==> config.mk <==
export PLATFORM = sky130hd
export DESIGN_NAME = count_display
export DESIGN_NICKNAME = d
export VERILOG_FILES = /design/src/rtl/count_display.sv
export SDC_FILE = /design/constraint.sdc
export NUM_CORES = 1
export LEC_CHECK = 0
export BUFFER_PORTS_ARGS = -buffer_cell sky130_fd_sc_hd__buf_2
export CORE_ASPECT_RATIO = 1.5
export CORE_MARGIN = 3
export CORE_UTILIZATION = 55
export DETAILED_ROUTE_END_ITERATION = 10
export PLACE_DENSITY = 0.76
export SLEW_MARGIN = 20
export SYNTH_ARGS = -nofsm -noshare
export SYNTH_HDL_FRONTEND = slang
export SYNTH_SLANG_ARGS = --single-unit
==> constraint.sdc <==
create_clock -name clk -period 2.65 [get_ports clk]
set_input_delay 0.53 -clock clk [delete_from_list [all_inputs] [get_ports clk]]
set_output_delay 0.53 -clock clk [all_outputs]
set_load 0.005 [all_outputs]
==> src/rtl/count_display.sv <==
// Binary-to-BCD display driver: sequential double-dabble conversion feeding
// a multiplexed three-digit seven-segment display with leading-zero blanking.
module count_display #(
  parameter int unsigned REFRESH_DIV  = 50000,
  parameter bit          COMMON_ANODE = 1'b1
) (
  input  logic       clk,
  input  logic       rst,
  input  logic [7:0] value,
  output logic [6:0] seg,
  output logic       dp,
  output logic [2:0] an,
  output logic       busy
);

  localparam logic [1:0] S_IDLE = 2'd0;
  localparam logic [1:0] S_CONV = 2'd1;
  localparam logic [1:0] S_LOAD = 2'd2;
  localparam int RW = (REFRESH_DIV > 1) ? $clog2(REFRESH_DIV) : 1;
  localparam logic [RW-1:0] REF_LAST = RW'(REFRESH_DIV - 1);

  logic [1:0]    state_q, state_d;
  logic [7:0]    bin_q, bin_d;
  logic [7:0]    val_q, val_d;
  logic [11:0]   bcd_q, bcd_d;
  logic [2:0]    iter_q, iter_d;
  logic [7:0]    shown_q, shown_d;
  logic [11:0]   disp_bcd_q, disp_bcd_d;
  logic [RW-1:0] ref_cnt_q, ref_cnt_d;
  logic [1:0]    digit_sel_q, digit_sel_d;
  logic [6:0]    seg_q, seg_d;
  logic [2:0]    an_q, an_d;

  logic [19:0]   shifted;
  logic [3:0]    nib;
  logic          blank;
  logic          ref_wrap;

  function automatic logic [3:0] adj(input logic [3:0] n);
    return (n >= 4'd5) ? n + 4'd3 : n;
  endfunction

  function automatic logic [6:0] enc(input logic [3:0] d);
    logic [6:0] p;
    unique case (d)
      4'd0:    p = 7'b0111111;
      4'd1:    p = 7'b0000110;
      4'd2:    p = 7'b1011011;
      4'd3:    p = 7'b1001111;
      4'd4:    p = 7'b1100110;
      4'd5:    p = 7'b1101101;
      4'd6:    p = 7'b1111101;
      4'd7:    p = 7'b0000111;
      4'd8:    p = 7'b1111111;
      4'd9:    p = 7'b1101111;
      default: p = 7'b0000000;
    endcase
    return p;
  endfunction

  assign shifted = {adj(bcd_q[11:8]), adj(bcd_q[7:4]),
                    adj(bcd_q[3:0]), bin_q} << 1;

  always_comb begin
    state_d    = state_q;
    bin_d      = bin_q;
    val_d      = val_q;
    bcd_d      = bcd_q;
    iter_d     = iter_q;
    shown_d    = shown_q;
    disp_bcd_d = disp_bcd_q;
    unique case (state_q)
      S_IDLE: begin
        if (value != shown_q) begin
          bin_d   = value;
          val_d   = value;
          bcd_d   = '0;
          iter_d  = '0;
          state_d = S_CONV;
        end
      end
      S_CONV: begin
        bcd_d  = shifted[19:8];
        bin_d  = shifted[7:0];
        iter_d = iter_q + 3'd1;
        if (iter_q == 3'd7) state_d = S_LOAD;
      end
      S_LOAD: begin
        disp_bcd_d = bcd_q;
        shown_d    = val_q;
        state_d    = S_IDLE;
      end
      default: state_d = S_IDLE;
    endcase
  end

  assign ref_wrap = (ref_cnt_q == REF_LAST);

  always_comb begin
    ref_cnt_d   = ref_wrap ? '0 : ref_cnt_q + RW'(1);
    digit_sel_d = digit_sel_q;
    if (ref_wrap)
      digit_sel_d = (digit_sel_q == 2'd2) ? 2'd0 : digit_sel_q + 2'd1;
  end

  // Leading-zero blanking: tens blanks only if hundreds is also zero.
  always_comb begin
    nib   = disp_bcd_q[3:0];
    blank = 1'b0;
    unique case (digit_sel_q)
      2'd1: begin
        nib   = disp_bcd_q[7:4];
        blank = (disp_bcd_q[11:4] == 8'd0);
      end
      2'd2: begin
        nib   = disp_bcd_q[11:8];
        blank = (disp_bcd_q[11:8] == 4'd0);
      end
      default: begin
        nib   = disp_bcd_q[3:0];
        blank = 1'b0;
      end
    endcase
    seg_d = blank ? 7'd0 : enc(nib);
    an_d  = (ref_cnt_q == '0) ? 3'b000 : (3'b001 << digit_sel_q);
  end

  always_ff @(posedge clk or posedge rst) begin
    if (rst) begin
      state_q     <= S_IDLE;
      bin_q       <= '0;
      val_q       <= '0;
      bcd_q       <= '0;
      iter_q      <= '0;
      shown_q     <= '0;
      disp_bcd_q  <= '0;
      ref_cnt_q   <= '0;
      digit_sel_q <= '0;
      seg_q       <= '0;
      an_q        <= '0;
    end else begin
      state_q     <= state_d;
      bin_q       <= bin_d;
      val_q       <= val_d;
      bcd_q       <= bcd_d;
      iter_q      <= iter_d;
      shown_q     <= shown_d;
      disp_bcd_q  <= disp_bcd_d;
      ref_cnt_q   <= ref_cnt_d;
      digit_sel_q <= digit_sel_d;
      seg_q       <= seg_d;
      an_q        <= an_d;
    end
  end

  // Internal state is active-high; polarity is applied only at the pins.
  assign seg  = COMMON_ANODE ? ~seg_q : seg_q;
  assign an   = COMMON_ANODE ? ~an_q : an_q;
  assign dp   = COMMON_ANODE ? 1'b1 : 1'b0;
  assign busy = (state_q != S_IDLE);

endmodule
==> run_results.csv <==
group,metric,value,unit
status,status,"finished clean",
sta,rsz0062_at_grt,"no",
sta,timing.setup.tns,0,ns
die,core-area,0.00694,sq mm
setup_path,r2r_start,"digit_sel_q[0]",
setup_path,startpoint_type,"register",
placement,io_buffers,20,
clocking,cts_buffers,9,
clocking,cts.clk_slew.worst_paths,0.09,ns
cells_and_area,nets,415,
run,cap_viol_max_count,0,
die,start_util,0.571,
clocking,cts_sinks,81,
synth,syn_nets,386,
die,dieArea,0.00828,sq mm
detailed_routing,vias_per_cell,5.66,
sta,setup_viol,0,
synth,synth_enable_flop_cells,0,
synth,async_flop_share,1.00,
clocking,hold_buffers,0,
synth,ys_ff_latch,81,
cells_and_area,fin_util,0.639,
setup_path,cp_num_cells,7,
sta,period_needed,2.37,ns
sta,worst_slack,0.279,ns
sta,final_max_slew_viol_count,0,
sta,max_freq,422,MHz
detailed_routing,dr_total_vias,2651,
clocking,cts_setup_buffers,0,
clocking,cts_root_buf,"clkbuf_8",
placement,place.gp.congestion,0.815,
clocking,cts_tree,"done",
setup_path,required,2.90,ns
detailed_routing,antenna_left,0,
synth,yosysUniqueCellTypes,47,
global_route,grt_pass1_wl,12200,um
sta,clock_skew,0.0110,ns
detailed_routing,wl,7160,um
setup_path,worstReg2RegEnd,"seg_q[0]",
global_route,overflow,0,
global_route,grt_max_degree,38,
setup_path,cp_max_fo,7,
synth,seq_area_frac_synth,0.512,
setup_path,reg2reg_depth,7,
setup_path,critPathSlowestCell,"mux2i_1",
sta,relSlewSlack,0.389,
sta,tightestPinTransition,0.917,ns
sta,hold_violations,0,
setup_path,cp_cell_sequence,"inv_1, ha_1, mux2i_1, inv_1, ha_1, mux2_2, a211oi_1",
setup_path,crit_buf_inv,2,
setup_path,r2r_setup_slack,0.28,ns
clocking,ctsHtreeMaxLevel,3,
placement,dp_hpwl,5180,um
setup_path,cp.arrival,2.62,ns
synth,synthCells,356,
placement,dp_cells,452,
power_and_ir_drop,p_leak,2.01,nW
cells_and_area,final-instance-count-excl-fill,468,
power_and_ir_drop,power_density,1020,mW/mm^2
synth,synth_top_area_share,0.512,
setup_path,crit_start,"digit_sel_q[0]",
power_and_ir_drop,irDropWorstVdd,0.000606,V
clocking,clk_path_buf_depth,2,
detailed_routing,first_pass_iters,4,
cells_and_area,num_antenna_cells,0,
placement,place_area,0.00420,sq mm
detailed_routing,drt_iter0_markers,92,
worst_hold_path,hold_class,"input port to async pin",
die,pin_count,22,
global_route,grtUsageTotal,0.193,
setup_path,endpoint,"seg_q[0]",
cells_and_area,syn_to_final_growth,12.0,%
clocking,clk_latency,0.35,ns
synth,yosys_most_used_dff,"dfrtp_1",
sta,period_share,0.895,
synth,ys_warn_count,0,
synth,synth_top_cell_by_area,"dfrtp_1",
synth,synthTopCellsByArea,"dfrtp_1, mux2_2, ha_1",
global_route,antenna_found_initial,0,
detailed_routing,drc_errors,0,
synth,syn_area,0.00396,sq mm
die,die_x,75.3,um
clocking,cts.repair.resized,0,
detailed_routing,wire_per_inst,15.3,um
global_route,grt_pass1_vias,2720,
synth,synth.avg_cell_area,11.1,sq um
setup_path,crit_type,"register to register",
setup_path,crit_path_end_kind,"register",
die,rows,37,
setup_path,crit_path_max_incr_delay,0.45,ns
cells_and_area,design_area,0.00444,sq mm
setup_path,cp_top_family,"multiplexers",
placement,place_ws,0.270,ns
cells_and_area,drive_above_1_share,0.210,
die,die_h,110,um
cell families after synthesis:
group | Yosys count | share of synthesized area
compound gates | 65 | 0.110
xor+xnor | 24 | 0.0530
fa+ha+maj | 20 | 0.0632
buf+inv | 39 | 0.0382
flops | 81 | 0.512
mux | 34 | 0.0947
other cells | 1 | 0.000946
simple gates | 92 | 0.128
cell usage in the layout (no fill, tap or decap), types with 2 or more instances in the layout:
cell type | Yosys | routed
a211oi_1 | 3 | 3
dfrtp_1 | 81 | 81
bufinv_16 | 0 | 3
a22o_1 | 4 | 4
and2_1 | 11 | 11
or4_1 | 2 | 2
a31oi_1 | 3 | 3
nand4_1 | 4 | 4
o2111ai_1 | 2 | 2
clkinvlp_4 | 0 | 2
nand2b_1 | 6 | 6
buf_2 | 1 | 20
o31ai_1 | 2 | 2
xor2_1 | 6 | 6
or4_4 | 2 | 2
nor4b_1 | 4 | 4
nand2_1 | 30 | 30
nor4_1 | 2 | 2
nor3_1 | 2 | 2
clkbuf_8 | 0 | 9
inv_1 | 28 | 27
a221o_1 | 7 | 7
xnor2_1 | 18 | 18
mux2i_1 | 6 | 6
buf_4 | 1 | 8
ha_1 | 20 | 20
a21oi_1 | 8 | 8
o22ai_1 | 7 | 7
nand3_1 | 9 | 9
o32ai_1 | 2 | 2
o21ai_0 | 20 | 20
and3_2 | 2 | 2
nor2_1 | 11 | 11
mux2_2 | 28 | 28
final cells by class:
class	instances	area, sq um
repair buffers	29	180
inverters	28	106
well taps	78	97.6
flip-flops and latches	81	2030
multi-input cells	236	1780
clock inverters	6	114
fillers	559	2510
clock buffers	10	128
per-layer routing:
layer,global-route usage,part of all wire,vias to the layer above
li1,-,-,1306
met1,0.221,0.41,1293
met2,0.338,0.54,41
met3,0.0467,0.028,11
met4,0.0750,0.021,0
met5,0,0,-
report_power, final:
part	internal [W]	switching, W	total, W	leakage, nW
clock network	0.000630	0.000461	0.00109	0.113
logic	0.000750	0.000753	0.00150	0.879
registers	0.00164	0.000269	0.00191	1.01
total	0.00302	0.00148	0.00451	2.01
state kept, by name, indices dropped and copies added, names as in the netlist:
| name | count |
|---|---|
| ref_cnt_q | 16 |
| val_q | 8 |
| shown_q | 8 |
| state_q | 2 |
| iter_q | 3 |
| seg_q | 7 |
| bcd_q | 12 |
| bin_q | 8 |
| an_q | 3 |
| digit_sel_q | 2 |
| disp_bcd_q | 12 |
worst min path at each step:
stage	depth (start not counted)	end	from
6_report	2	ref_cnt_q[10]	rst
2_1_floorplan	2	disp_bcd_q[0]	disp_bcd_q[0]
4_1_cts	2	shown_q[5]	rst
5_1_grt	2	ref_cnt_q[15]	rst
3_5_place_dp	2	disp_bcd_q[1]	disp_bcd_q[1]
3_3_place_gp	2	disp_bcd_q[1]	disp_bcd_q[1]
cell usage after synthesis, drive strengths merged (2+ instances only):
cell / instances
dfrtp: 81
nand2: 30
inv: 28
mux2: 28
o21ai: 21
ha: 20
xnor2: 18
and2: 12
nor2: 11
clkbuf: 9
nand3: 9
a21oi: 8
a221o: 7
o22ai: 7
mux2i: 6
nand2b: 6
xor2: 6
a22o: 4
nand4: 4
nor4b: 4
or4: 4
a211oi: 3
a31oi: 3
nor4: 3
o31ai: 3
and3: 2
and4: 2
buf: 2
nor3: 2
o2111ai: 2
o32ai: 2
or3: 2
metrics by stage:
step / power [W] / hold slack (ns)
final: 0.00451 / 0.226
after global routing: 0.00481 / 0.267
after CTS: 0.00454 / 0.230
after detailed placement: 0.00344 / 0.472
after global placement: 0.00337 / 0.463
after floorplan: 0.00301 / 0.449
(Power assumes the default switching activity.)
